File: config.mk
export PLATFORM = sky130hd
export DESIGN_NAME = cpu_input_driver
export DESIGN_NICKNAME = d
export VERILOG_FILES = /design/src/rtl/cpu_input_driver.sv
export SDC_FILE = /design/constraint.sdc
export NUM_CORES = 1
export LEC_CHECK = 0
export ABC_AREA = 0
export BUFFER_PORTS_ARGS = -buffer_cell sky130_fd_sc_hd__clkbuf_2
export CORE_UTILIZATION = 30
export CTS_BUF_LIST = sky130_fd_sc_hd__clkbuf_2 sky130_fd_sc_hd__clkbuf_4 sky130_fd_sc_hd__clkbuf_8
export CTS_CLUSTER_DIAMETER = 150
export DETAILED_ROUTE_END_ITERATION = 10
export MAX_ROUTING_LAYER = met4
export PLACE_DENSITY = 0.59
export SLEW_MARGIN = 0
export SYNTH_ARGS = -nofsm -noshare
export SYNTH_HDL_FRONTEND = slang
export SYNTH_SLANG_ARGS = --single-unit
File: constraint.sdc
create_clock -name clk -period 3.17 [get_ports clk]
set_clock_uncertainty 0.2 [all_clocks]
set_input_delay 0.1585 -clock clk [delete_from_list [all_inputs] [get_ports clk]]
set_output_delay 0.1585 -clock clk [all_outputs]
set_load 0.005 [all_outputs]
File: src/rtl/cpu_input_driver.sv
`default_nettype none
// ============================================================================
// Module   : cpu_input_driver
// Purpose  : Stimulus driver for the CPU input-switch port. Bytes arrive on a
//            valid/ready write interface, are buffered in a small FIFO, and
//            are presented one at a time on in_port with a framed ready_in
//            strobe (setup / high / gap). The framing works for both the
//            CPU's level-sensitive ready wait and its rising-edge wait.
// Ports    : clk      - rising-edge clock shared with the CPU
//            reset    - synchronous, active-high reset
//            wr_data  - byte to enqueue
//            wr_valid - enqueue request
//            wr_ready - FIFO can accept (count < DEPTH)
//            in_port  - registered data to the CPU
//            ready_in - registered strobe to the CPU
//            count    - FIFO occupancy
//            busy     - frame in flight or bytes still buffered
// Revision : 1.0 - initial release
// ============================================================================
module cpu_input_driver #(
    parameter int BUS_WIDTH    = 8,
    parameter int DEPTH        = 4,
    parameter int SETUP_CYCLES = 2,
    parameter int HOLD_CYCLES  = 2,
    parameter int GAP_CYCLES   = 2
) (
    input  logic                         clk,
    input  logic                         reset,
    input  logic [BUS_WIDTH-1:0]         wr_data,
    input  logic                         wr_valid,
    output logic                         wr_ready,
    output logic [BUS_WIDTH-1:0]         in_port,
    output logic                         ready_in,
    output logic [$clog2(DEPTH+1)-1:0]   count,
    output logic                         busy
);

    localparam int C_PTR_W = $clog2(DEPTH);
    localparam int C_CNT_W = $clog2(DEPTH + 1);
    localparam int C_MAX_SH = (SETUP_CYCLES > HOLD_CYCLES) ? SETUP_CYCLES : HOLD_CYCLES;
    localparam int C_MAX_T  = (C_MAX_SH > GAP_CYCLES) ? C_MAX_SH : GAP_CYCLES;
    localparam int C_TMR_W  = $clog2(C_MAX_T + 1);

    localparam logic [C_CNT_W-1:0] C_DEPTH      = C_CNT_W'(DEPTH);
    localparam logic [C_TMR_W-1:0] C_SETUP_LOAD = C_TMR_W'(SETUP_CYCLES - 1);
    localparam logic [C_TMR_W-1:0] C_HOLD_LOAD  = C_TMR_W'(HOLD_CYCLES - 1);
    localparam logic [C_TMR_W-1:0] C_GAP_LOAD   = C_TMR_W'(GAP_CYCLES - 1);

    typedef enum logic [1:0] {
        ST_IDLE   = 2'd0,
        ST_SETUP  = 2'd1,
        ST_STROBE = 2'd2,
        ST_GAP    = 2'd3
    } state_t;

    // ------------------------------------------------------------------
    // Registers
    // ------------------------------------------------------------------
    logic [BUS_WIDTH-1:0] r_mem [DEPTH];
    logic [C_PTR_W-1:0]   r_wr_ptr;
    logic [C_PTR_W-1:0]   r_rd_ptr;
    logic [C_CNT_W-1:0]   r_count;
    state_t               r_state;
    logic [C_TMR_W-1:0]   r_timer;
    logic [BUS_WIDTH-1:0] r_in_port;
    logic                 r_ready_in;

    // ------------------------------------------------------------------
    // Combinational
    // ------------------------------------------------------------------
    logic                 w_push;
    logic                 w_pop;
    state_t               w_next_state;
    logic [C_TMR_W-1:0]   w_next_timer;

    // Acceptance depends only on the registered count, so a full FIFO
    // refuses a push even on the cycle it pops.
    assign wr_ready = (r_count < C_DEPTH);
    assign w_push   = wr_valid & wr_ready;

    assign in_port  = r_in_port;
    assign ready_in = r_ready_in;
    assign count    = r_count;
    assign busy     = (r_state != ST_IDLE) || (r_count != '0);

    // Next-state / timer logic. The shared down-counter is loaded with N-1
    // on entry to each timed state and the state advances when it hits 0.
    always_comb begin
        w_next_state = r_state;
        w_next_timer = r_timer;
        w_pop        = 1'b0;
        case (r_state)
            ST_IDLE: begin
                if (r_count != '0) begin
                    w_pop        = 1'b1;
                    w_next_state = ST_SETUP;
                    w_next_timer = C_SETUP_LOAD;
                end
            end
            ST_SETUP: begin
                if (r_timer == '0) begin
                    w_next_state = ST_STROBE;
                    w_next_timer = C_HOLD_LOAD;
                end else begin
                    w_next_timer = r_timer - 1'b1;
                end
            end
            ST_STROBE: begin
                if (r_timer == '0) begin
                    w_next_state = ST_GAP;
                    w_next_timer = C_GAP_LOAD;
                end else begin
                    w_next_timer = r_timer - 1'b1;
                end
            end
            ST_GAP: begin
                if (r_timer == '0) begin
                    w_next_state = ST_IDLE;
                    w_next_timer = '0;
                end else begin
                    w_next_timer = r_timer - 1'b1;
                end
            end
            default: begin
                w_next_state = ST_IDLE;
                w_next_timer = '0;
            end
        endcase
    end

    // ------------------------------------------------------------------
    // FSM state register and registered outputs
    // ------------------------------------------------------------------
    always_ff @(posedge clk) begin
        if (reset) begin
            r_state    <= ST_IDLE;
            r_timer    <= '0;
            r_in_port  <= '0;
            r_ready_in <= 1'b0;
        end else begin
            r_state    <= w_next_state;
            r_timer    <= w_next_timer;
            // Registering the strobe from the next state keeps it exactly
            // aligned with STROBE occupancy, while in_port only moves on a
            // pop (from IDLE), so data never changes under a high strobe.
            r_ready_in <= (w_next_state == ST_STROBE);
            if (w_pop) begin
                r_in_port <= r_mem[r_rd_ptr];
            end
        end
    end

    // ------------------------------------------------------------------
    // FIFO storage and pointers
    // ------------------------------------------------------------------
    always_ff @(posedge clk) begin
        if (w_push) begin
            r_mem[r_wr_ptr] <= wr_data;
        end
    end

    // DEPTH is a power of two, so pointer wrap is the natural overflow.
    always_ff @(posedge clk) begin
        if (reset) begin
            r_wr_ptr <= '0;
            r_rd_ptr <= '0;
            r_count  <= '0;
        end else begin
            if (w_push) begin
                r_wr_ptr <= r_wr_ptr + 1'b1;
            end
            if (w_pop) begin
                r_rd_ptr <= r_rd_ptr + 1'b1;
            end
            case ({w_push, w_pop})
                2'b10:   r_count <= r_count + 1'b1;
                2'b01:   r_count <= r_count - 1'b1;
                default: r_count <= r_count;
            endcase
        end
    end

endmodule
`default_nettype wire

==> flow_summary_export.csv, run 1 <==
group,metric,value,unit
outcome,status,"finished, final reports clean",
worst_setup_path,r2r_slack,640,ps
clocking,cts.clk_slew.worst_paths,110,ps
final_layout,regArea,1360,um^2
synthesis,synth_top_family_by_area,"simple AND/OR/NAND/NOR gates",
synthesis,synth_xor_area_share,1.63,%
floorplanning,rows,30,
floorplanning,die_area,7520,um^2
synthesis,synth.cell_area,2150,um^2
placed_design,portBuffers,24,
timing,min_period,2530,ps
synthesis,yosys.area_share.simple,9.19,%
synthesis,synth_fa_ha_area_share,6.74,%
timing,fmax,395,MHz
grt,overflow,0,
clocking,cts_made_buffers,5,
worst_setup_path,end_kind,"flop",
drt,firstDrtPassIters,4,
grt,grt_max_degree,19,
final_layout,finalNetCount,214,
worst_setup_path,path_cells,"inv_1 -> ha_1 -> o31ai_1 -> buf_4 -> inv_2 -> ha_1 -> inv_1 -> fa_1 -> xor2_1 -> or3_1 -> a21oi_1",
clocking,post_cts_resized,0,
worst_setup_path,timing.rr.end,"count[2]",
worst_setup_path,cp_max_fo,11,
worst_setup_path,critPathSlowestCell,"fa_1",
timing,tightestPinTransition,629,ps
floorplanning,core_region_area,6870,um^2
synthesis,syn-num-nets,180,
drt,wl,3640,um
worst_setup_path,critical_path_class,"flop to flop",
timing,setup_viol,0,
timing,maxSlewViolCount,0,
hold_path,hp-class,"input pin to flop",
drt,viasPerCell,4.46,
synthesis,synthMuxAreaShare,8.84,%
clocking,h-tree-depth,2,
final_layout,multiInputGateArea,718,um^2
worst_setup_path,cp.required,3220,ps
worst_setup_path,r2r_start,"r_state[0]",
power_and_ir_drop,p_per_area,845,nW/um^2
synthesis,synth-compound-area-share,6.98,%
grt,antenna_found_initial,0,
clocking,cts-root-buf,"clkbuf_8",
clocking,cts_tree,"done",
synthesis,synthArstFlopShare,0,%
worst_setup_path,startpoint_type,"flop",
final_layout,fin_util,37.1,%
clocking,clk_latency,310,ps
power_and_ir_drop,finalPower,2.15,mW
timing,setup_tns,0,ps
grt,track_usage,11.3,%
timing,hold_viol,0,
synthesis,synth_top_flop_cell,"edfxtp_1",
floorplanning,die_w,86.7,um
placed_design,gp_congestion,0.739,
hold_path,hold_path_depth,2,
power_and_ir_drop,leakage,0.928,nW
floorplanning,initial_core_util,31.3,%
clocking,cts_sinks,52,
synthesis,yosys_warnings,0,
synthesis,avgSynthCellArea,13.6,um^2
synthesis,synthCells,158,
synthesis,synth_edf_count,32,
clocking,clock_path_buffers,2,
final_layout,syn2layout_area_growth,18.4,%
final_layout,fin_area,2550,um^2
run,cap_violations,0,
hold_path,hold_end,"count[2]",
synthesis,ys_seq_area_share,63.3,%
grt,grt_pass1_vias,1187,
floorplanning,io_pins,25,
worst_setup_path,arrival,2590,ps
hold_path,hold_start,"reset",
final_layout,fill_cells,651,
drt,vias,1289,
placed_design,dpl.hpwl,2580,um
drt,final_antenna_net_count,0,
worst_setup_path,ff2ff_path_depth,11,
drt,drc_errors,0,
worst_setup_path,max_stage_delay,370,ps
drt,drtIter0Drc,47,
synthesis,ys_types,33,
power_and_ir_drop,ir_worst_vdd,244,uV
timing,period_share,79.9,%
synthesis,synth_seq_cells,52,
grt,grt_first_pass_wirelength,6000,um
floorplanning,die_h,86.7,um
final_layout,antenna_cells,0,
drt,wire_per_inst,12.6,um
placed_design,placed_cell_area,2370,um^2
timing,rsz0062_at_grt,"false",
final_layout,drive_gt1_share,22.8,%
timing,max-slew-margin-rel,58.0,%
==> placed cells by master (no fill, tap or decap) <==
cell,n
o21ai_0,4
inv_1,11
a21oi_1,12
a32oi_1,1
and3b_1,1
o22ai_1,1
o31ai_1,2
edfxtp_1,32
dfxtp_1,20
xnor2_1,2
ha_1,10
nor2_1,9
and3_1,1
clkbuf_8,5
dlygate4sd3_1,8
mux4_2,8
nand2b_1,1
xor2_1,2
buf_4,1
o221a_1,1
clkinv_4,1
nor3_1,1
fa_1,1
clkbuf_2,24
and2_1,5
clkinvlp_4,1
mux2i_1,1
o21ai_2,1
inv_8,1
inv_2,1
o41a_1,1
nor4_1,1
or3_1,3
nand2_1,16
o41ai_1,1
or4b_4,1
and2b_1,1
==> synth_stat cells, types with 2 or more instances <==
cell,n,share of area [%]
nor2_1,9,1.6
dfxtp_1,20,19
or3_1,3,0.87
o21ai_0,4,0.93
clkbuf_1,4,0.70
a21oi_1,12,2.8
inv_1,11,1.9
and2_1,5,1.5
xor2_1,2,0.81
o31ai_1,2,0.70
nand2_1,16,2.8
mux4_2,8,8.4
xnor2_1,2,0.81
edfxtp_1,32,45
ha_1,10,5.8
==> final cells by class <==
class / instances / area share (%)
timing repair buffer: 33 / 8.15
clock buffer: 5 / 2.70
tap: 96 / 4.71
multi-input combinational: 88 / 28.2
clock inverter: 3 / 1.08
sequential: 52 / 53.4
inverter: 12 / 1.77
==> flip-flops by register name (all words and copies together) (netlist names) <==
signal	cells
r_wr_ptr	2
count	3
in_port	8
r_state	2
ready_in	1
r_timer	2
r_mem	32
r_rd_ptr	2
==> metal layers <==
metal,part of all wire [%],wire length [um],global-route usage [%],up-vias
li1,-,-,-,634
met1,48,1730,14.3,626
met2,47,1690,16.7,23
met3,3.9,142,3.14,6
met4,2.0,73,5.45,0
met5,0,0,-,-
==> how the worst max path moves through the flow <==
stage	startpoint	end	cells after the start
floorplan	r_state[1]	count[2]	11
global placement	r_state[1]	count[2]	11
detailed placement	r_state[0]	count[2]	11
CTS	r_state[0]	count[2]	11
global route	r_state[1]	count[2]	11
finish	r_state[0]	count[2]	11
==> what timing repair did <==
item                                   CTS  global route
endpoints found under the hold margin   32             0
setup buffers                            0             0
hold buffers                             8             0
==> metrics by stage <==
| step | cells | setup WS, ps | hold WS [ps] |
|---|---|---|---|
| 2_1_floorplan | 158 | 804 | 57.4 |
| 3_3_place_gp | 273 | 707 | 183 |
| 3_5_place_dp | 273 | 623 | 184 |
| 4_1_cts | 289 | 617 | 32.1 |
| 5_1_grt | 289 | 462 | 56.8 |
| 6_report | 289 | 638 | 38.9 |
==> kinds of logic (layout without fill, tap and decap cells) <==
family / count (synthesis) / after routing
flops: 52 / 52
buf+inv: 18 / 53
xor+xnor: 4 / 4
simple gates: 40 / 40
mux: 9 / 9
compound gates: 24 / 24
fa+ha+maj: 11 / 11
==> report_power, final <==
| group | total [mW] | internal (mW) | switching (mW) | leakage (nW) |
|---|---|---|---|---|
| logic | 0.765 | 0.380 | 0.385 | 0.425 |
| registers | 0.989 | 0.861 | 0.128 | 0.458 |
| clock network | 0.400 | 0.162 | 0.237 | 0.0463 |
==> critical path, delay by kind of cell (launching register included) <==
kind | cells | cell delay, ps
AOI/OAI and AO/OA | 2 | 200
xor gates and xnor gates | 1 | 160
adders and majority gates | 3 | 750
buffers and inverters | 4 | 510
DFF | 1 | 350
and+or+nand+nor | 1 | 300
No activity file was read; power rests on OpenSTA's default activity.
==> inputs of run 2 (changes only) <==
--- a/config.mk
+++ b/config.mk
@@ -5,14 +5,14 @@
 export SDC_FILE = /design/constraint.sdc
 export NUM_CORES = 1
 export LEC_CHECK = 0
-export ABC_AREA = 0
+export ABC_AREA = 1
 export BUFFER_PORTS_ARGS = -buffer_cell sky130_fd_sc_hd__clkbuf_2
 export CORE_UTILIZATION = 30
 export CTS_BUF_LIST = sky130_fd_sc_hd__clkbuf_2 sky130_fd_sc_hd__clkbuf_4 sky130_fd_sc_hd__clkbuf_8
 export CTS_CLUSTER_DIAMETER = 150
 export DETAILED_ROUTE_END_ITERATION = 10
 export MAX_ROUTING_LAYER = met4
-export PLACE_DENSITY = 0.59
+export PLACE_DENSITY = 0.6
 export SLEW_MARGIN = 0
 export SYNTH_ARGS = -nofsm -noshare
 export SYNTH_HDL_FRONTEND = slang
==> constraint.sdc (replaced) <==
create_clock -name clk -period 2 [get_ports clk]
set_clock_uncertainty 0.2 [all_clocks]
set_input_delay 0.1 -clock clk [delete_from_list [all_inputs] [get_ports clk]]
set_output_delay 0.1 -clock clk [all_outputs]
set_load 0.005 [all_outputs]
==> flow_summary_export.csv, run 2 <==
group,metric,value,unit
clocking,clock_path_buffers,2,
timing,setup_tns,0,ps
clocking,cts.clk_slew.worst_paths,90,ps
synthesis,avgSynthCellArea,9.36,um^2
worst_setup_path,critical_path_class,"flop to flop",
worst_setup_path,cp.required,2040,ps
timing,fmax,529,MHz
timing,max-slew-margin-rel,71.9,%
power_and_ir_drop,p_int,2.15,mW
clocking,cts_sinks,52,
clocking,cts_made_buffers,5,
timing,tightestPinTransition,421,ps
worst_setup_path,startpoint_type,"flop",
grt,track_usage,11.4,%
drt,drtIter0Drc,60,
timing,setup_viol,0,
synthesis,synth_top_flop_cell,"edfxtp_1",
synthesis,ys_types,20,
outcome,status,"finished, final reports clean",
worst_setup_path,arrival,1930,ps
placed_design,portBuffers,24,
grt,antenna_found_initial,0,
grt,grt_pass1_vias,1446,
floorplanning,rows,31,
synthesis,synth.area.top_cells,"edfxtp_1 (42%), dfxtp_1 (17%), nor2_1 (9.5%)",
final_layout,largest_reg_flops,32,
final_layout,fill_cells,746,
clocking,clk_latency,290,ps
synthesis,synth_top_area_share,41.7,%
final_layout,syn2layout_area_growth,21.5,%
grt,overflow,0,
grt,grt_max_degree,22,
drt,drc_errors,0,
hold_path,hp-class,"input pin to flop",
final_layout,antenna_cells,0,
power_and_ir_drop,combinationalPowerShare,40.1,%
power_and_ir_drop,p_sw_share,36.4,%
clocking,cts-root-buf,"clkbuf_8",
floorplanning,die_area,8030,um^2
drt,firstDrtPassIters,4,
synthesis,yosysMostFrequentCell,"nor2_1",
floorplanning,die_h,89.6,um
synthesis,ys_seq_area_share,59.1,%
power_and_ir_drop,switchingPower,1.23,mW
floorplanning,initial_core_util,31.4,%
power_and_ir_drop,p_per_area,1210,nW/um^2
synthesis,synth_seq_cells,52,
floorplanning,core_region_area,7330,um^2
final_layout,layout_commonest_cell,"nor2_1",
timing,min_period,1890,ps
synthesis,synth.cell_area,2300,um^2
synthesis,synthCells,246,
final_layout,layout_common_cells,"nor2_1 (58), nand2_1 (43), edfxtp_1 (32), inv_1 (25), clkbuf_2 (24)",
worst_setup_path,end_kind,"flop",
timing,period_share,94.4,%
synthesis,yosys_warnings,0,
timing,maxSlewViolCount,0,
drt,final_antenna_net_count,0,
placed_design,dpl.hpwl,2940,um
drt,vias,1628,
power_and_ir_drop,seqPwrFrac,42.6,%
power_and_ir_drop,finalPower,3.38,mW
power_and_ir_drop,clkPwrFrac,17.3,%
timing,hold_viol,0,
final_layout,largest-register,"r_mem",
worst_setup_path,cp_max_fo,3,
drt,wire_per_inst,10.5,um
clocking,h-tree-depth,2,
power_and_ir_drop,ir_worst_vdd,425,uV
drt,wl,4130,um
synthesis,synth_area_leader_cell,"edfxtp_1",
final_layout,drive_gt1_share,20.7,%
floorplanning,die_w,89.6,um
placed_design,gp_congestion,0.801,
synthesis,synth_edf_count,32,
grt,grt_first_pass_wirelength,6670,um
power_and_ir_drop,leakage,1.18,nW
synthesis,ys_top_cells_by_count,"nor2_1 (58), nand2_1 (43), edfxtp_1 (32), inv_1 (28), o21ai_0 (23)",
final_layout,finalNetCount,315,
clocking,cts_tree,"done",
run,cap_violations,0,
drt,viasPerCell,4.14,
synthesis,synthArstFlopShare,0,%
floorplanning,io_pins,25,
synthesis,syn-num-nets,268,
## run 2: changes by cell type in the layout (fill, tap and decap cells not counted), sizes merged, moves of 5 or more
cell	before	now
and2	5	0
nand2	16	45
mux4	8	0
o21ai	5	26
nor2	9	59
inv	13	31
buf	1	13
## run 2: stage by stage
stage,instance area [um^2],utilization [%],cells,setup WS (ps),hold WS [ps]
after floorplan,2300,-,246,11.6,-30.9
after global placement,2570,35.1,375,71.9,124
after detailed placement,2570,35.1,375,30.9,128
after CTS,2750,37.6,392,5.70,21.8
after global routing,2800,38.2,393,-16.9,104
final,2800,38.2,393,111,76.4
## run 2: cells by family (layout without fill, tap and decap cells)
family / Yosys count / after routing / share of synthesized area [%]
AOI/OAI and AO/OA: 38 / 38 / 8.26
xor gates and xnor gates: 1 / 1 / 0.381
adders and majority gates: 11 / 11 / 6.30
buffers and inverters: 36 / 84 / 7.72
DFF: 52 / 52 / 59.1
and+or+nand+nor: 108 / 108 / 18.2
## run 2: final cells by class
class	count	area [um^2]	area share, %
clock inverters	3	21.3	0.760
flip-flops and latches	52	1370	48.8
inverters	30	113	4.03
clock buffers	5	68.8	2.46
multi-input cells	158	798	28.5
well taps	99	124	4.43
repair buffers	46	308	11.0
## run 2: timing repair
item	CTS	global route
endpoints found under the hold margin	36	0
hold buffers	9	0
buffers inserted	0	1
resized for setup	0	11
endpoints found under the setup margin	0	1
## run 2: path summary, 6_finish.rpt
kind	start	end	slack, ps	cells past startpoint
max	r_state[0]	count[2]	110	12
min	wr_valid	count[0]	80	4
max reg2reg	r_state[0]	count[2]	110	12
min reg2reg	r_timer[1]	r_timer[1]	290	2
## run 2: critical path, cell delays in order, from the launching register on
cell	delay [ps]
dfxtp_2	330
inv_2	80
ha_4	150
nand2_2	60
inv_2	70
ha_4	120
inv_2	50
fa_2	370
a21oi_2	140
o21ai_2	70
nand2_1	50
nand2_1	40
nor2_1	100
## run 2: per-layer routing
metal	wire, um	track usage [%]
met3	174	3.02
met5	0	-
met1	2100	14.5
met2	1830	18.3
met4	30	2.89
## run 2: power groups by stage
stage / Clock [mW] / Sequential [mW] / Combinational (mW)
floorplan: 0 / 1.45 / 0.926
global placement: 0 / 1.46 / 1.25
detailed placement: 0 / 1.46 / 1.27
CTS: 0.604 / 1.44 / 1.29
global route: 0.645 / 1.46 / 1.56
finish: 0.584 / 1.44 / 1.36
==> inputs of run 3 (changes only) <==
--- a/config.mk
+++ b/config.mk
@@ -7,12 +7,14 @@
 export LEC_CHECK = 0
 export ABC_AREA = 1
 export BUFFER_PORTS_ARGS = -buffer_cell sky130_fd_sc_hd__clkbuf_2
+export CELL_PAD_IN_SITES_DETAIL_PLACEMENT = 0
+export CELL_PAD_IN_SITES_GLOBAL_PLACEMENT = 1
 export CORE_UTILIZATION = 30
 export CTS_BUF_LIST = sky130_fd_sc_hd__clkbuf_2 sky130_fd_sc_hd__clkbuf_4 sky130_fd_sc_hd__clkbuf_8
 export CTS_CLUSTER_DIAMETER = 150
 export DETAILED_ROUTE_END_ITERATION = 10
 export MAX_ROUTING_LAYER = met4
-export PLACE_DENSITY = 0.6
+export PLACE_DENSITY = 0.71
 export SLEW_MARGIN = 0
 export SYNTH_ARGS = -nofsm -noshare
 export SYNTH_HDL_FRONTEND = slang
==> flow_summary_export.csv, run 3 (same netlist as run 2, synthesis figures left out) <==
group,metric,value,unit
grt,grt_max_degree,17,
grt,grt_pass1_vias,1530,
drt,wire_per_inst,11.1,um
grt,overflow,0,
timing,period_share,94.7,%
hold_path,hold_path_depth,4,
drt,vias,1638,
placed_design,placed_cell_area,2610,um^2
worst_setup_path,end_kind,"flop",
timing,setup_viol,0,
drt,drtIter0Drc,44,
worst_setup_path,critical_path_class,"flop to flop",
worst_setup_path,r2r_slack,110,ps
timing,tightestPinTransition,483,ps
floorplanning,rows,31,
final_layout,fin_area,2860,um^2
worst_setup_path,ff2ff_path_depth,12,
drt,final_antenna_net_count,0,
placed_design,portBuffers,24,
power_and_ir_drop,switchingPower,1.27,mW
worst_setup_path,cp.required,2050,ps
clocking,h-tree-depth,2,
power_and_ir_drop,ir_worst_vdd,444,uV
timing,max-slew-margin-rel,67.7,%
drt,drc_errors,0,
clocking,cts_sinks,52,
drt,firstDrtPassIters,4,
power_and_ir_drop,combinationalPowerShare,40.2,%
final_layout,fill_cells,741,
clocking,cts_tree,"done",
placed_design,dpl.hpwl,3070,um
power_and_ir_drop,clkPwrFrac,19.7,%
final_layout,fin_cells,398,
clocking,cts.clk_slew.worst_paths,90,ps
drt,wl,4410,um
power_and_ir_drop,leakage,1.22,nW
worst_setup_path,r2r_start,"r_state[0]",
floorplanning,initial_core_util,31.4,%
final_layout,fin_util,39.1,%
floorplanning,die_area,8030,um^2
floorplanning,io_pins,25,
clocking,cts-root-buf,"clkbuf_8",
timing,hold-worst-slack,74.1,ps
outcome,status,"finished, final reports clean",
power_and_ir_drop,p_int,2.31,mW
timing,min_period,1890,ps
clocking,clock_path_buffers,2,
floorplanning,core_region_area,7330,um^2
worst_setup_path,arrival,1940,ps
placed_design,dp.cells,380,
final_layout,layout_commonest_cell,"nor2_1",
worst_setup_path,timing.rr.end,"count[2]",
drt,viasPerCell,4.12,
floorplanning,die_w,89.6,um
hold_path,hold_start,"wr_valid",
final_layout,antenna_cells,0,
power_and_ir_drop,p_per_area,1250,nW/um^2
placed_design,gp_congestion,0.749,
hold_path,hold_end,"count[0]",
clocking,clk_latency,310,ps
final_layout,drive_gt1_share,22.1,%
timing,hold_viol,0,
hold_path,hp-class,"input pin to flop",
final_layout,largest_reg_flops,32,
timing,maxSlewViolCount,0,
final_layout,syn2layout_area_growth,24.4,%
grt,grt_first_pass_wirelength,7010,um
power_and_ir_drop,finalPower,3.58,mW
final_layout,finalNetCount,320,
final_layout,layout_common_cells,"nor2_1 (58), nand2_1 (43), edfxtp_1 (32), inv_1 (25), clkbuf_2 (24)",
worst_setup_path,startpoint_type,"flop",
clocking,cts_made_buffers,5,
run,cap_violations,0,
power_and_ir_drop,seqPwrFrac,40.1,%
timing,fmax,528,MHz
grt,antenna_found_initial,0,
floorplanning,die_h,89.6,um
power_and_ir_drop,p_sw_share,35.5,%
worst_setup_path,cp_max_fo,3,
grt,track_usage,12.5,%
final_layout,largest-register,"r_mem",
run 3: worst max-delay path by stage:
stage,cells after the start,startpoint,endpoint
2_1_floorplan,11,r_state[1],count[2]
3_3_place_gp,11,r_state[1],count[2]
3_5_place_dp,12,r_state[1],count[2]
4_1_cts,12,r_state[1],count[2]
5_1_grt,12,r_state[0],count[2]
6_report,12,r_state[0],count[2]
run 3: per-layer routing:
layer | vias to the layer above | global-route usage [%] | part of all wire [%]
met5 | - | - | 0
met4 | 0 | 5.05 | 1.7
met3 | 6 | 4.30 | 3.6
met2 | 18 | 21.5 | 50
met1 | 731 | 13.3 | 44
li1 | 883 | - | -
run 3: worst max-delay path, cell delays in order (launching register included):
cell,delay [ps]
dfxtp_2,330
inv_2,70
ha_4,160
nand2_4,60
inv_4,60
ha_4,110
inv_2,50
fa_2,370
a21oi_2,140
o21ai_2,70
nand2_1,60
nand2_1,40
nor2_1,100
run 3: per-stage QoR:
stage	setup TNS (ps)	worst slack [ps]
after global routing	-11.5	-11.5
final	0	106
after detailed placement	0	5.83
after CTS	0	12.3
after global placement	0	66.5
after floorplan	0	11.6
run 3: area by class of cell:
cell class	instances	area, um^2	area share (%)
Clock inverter	3	42.5	1.49
Multi-Input combinational cell	158	803	28.0
Sequential cell	52	1370	47.7
Tap cell	99	124	4.33
Inverter	30	115	4.02
Timing Repair Buffer	51	345	12.1
Clock buffer	5	68.8	2.40
run 3: repair_timing:
action	CTS	global route
cloned	0	0
setup endpoints to repair	1	1
pin swaps	0	5
hold endpoints to repair	36	0
buffers inserted	0	1
resized for setup	1	12
hold buffers	9	0
run 3: power groups by stage:
stage / combinational, mW / clock, mW / sequential [mW]
6_report: 1.44 / 0.707 / 1.44
3_5_place_dp: 1.34 / 0 / 1.46
2_1_floorplan: 0.926 / 0 / 1.45
4_1_cts: 1.36 / 0.730 / 1.44
5_1_grt: 1.65 / 0.770 / 1.47
3_3_place_gp: 1.33 / 0 / 1.46
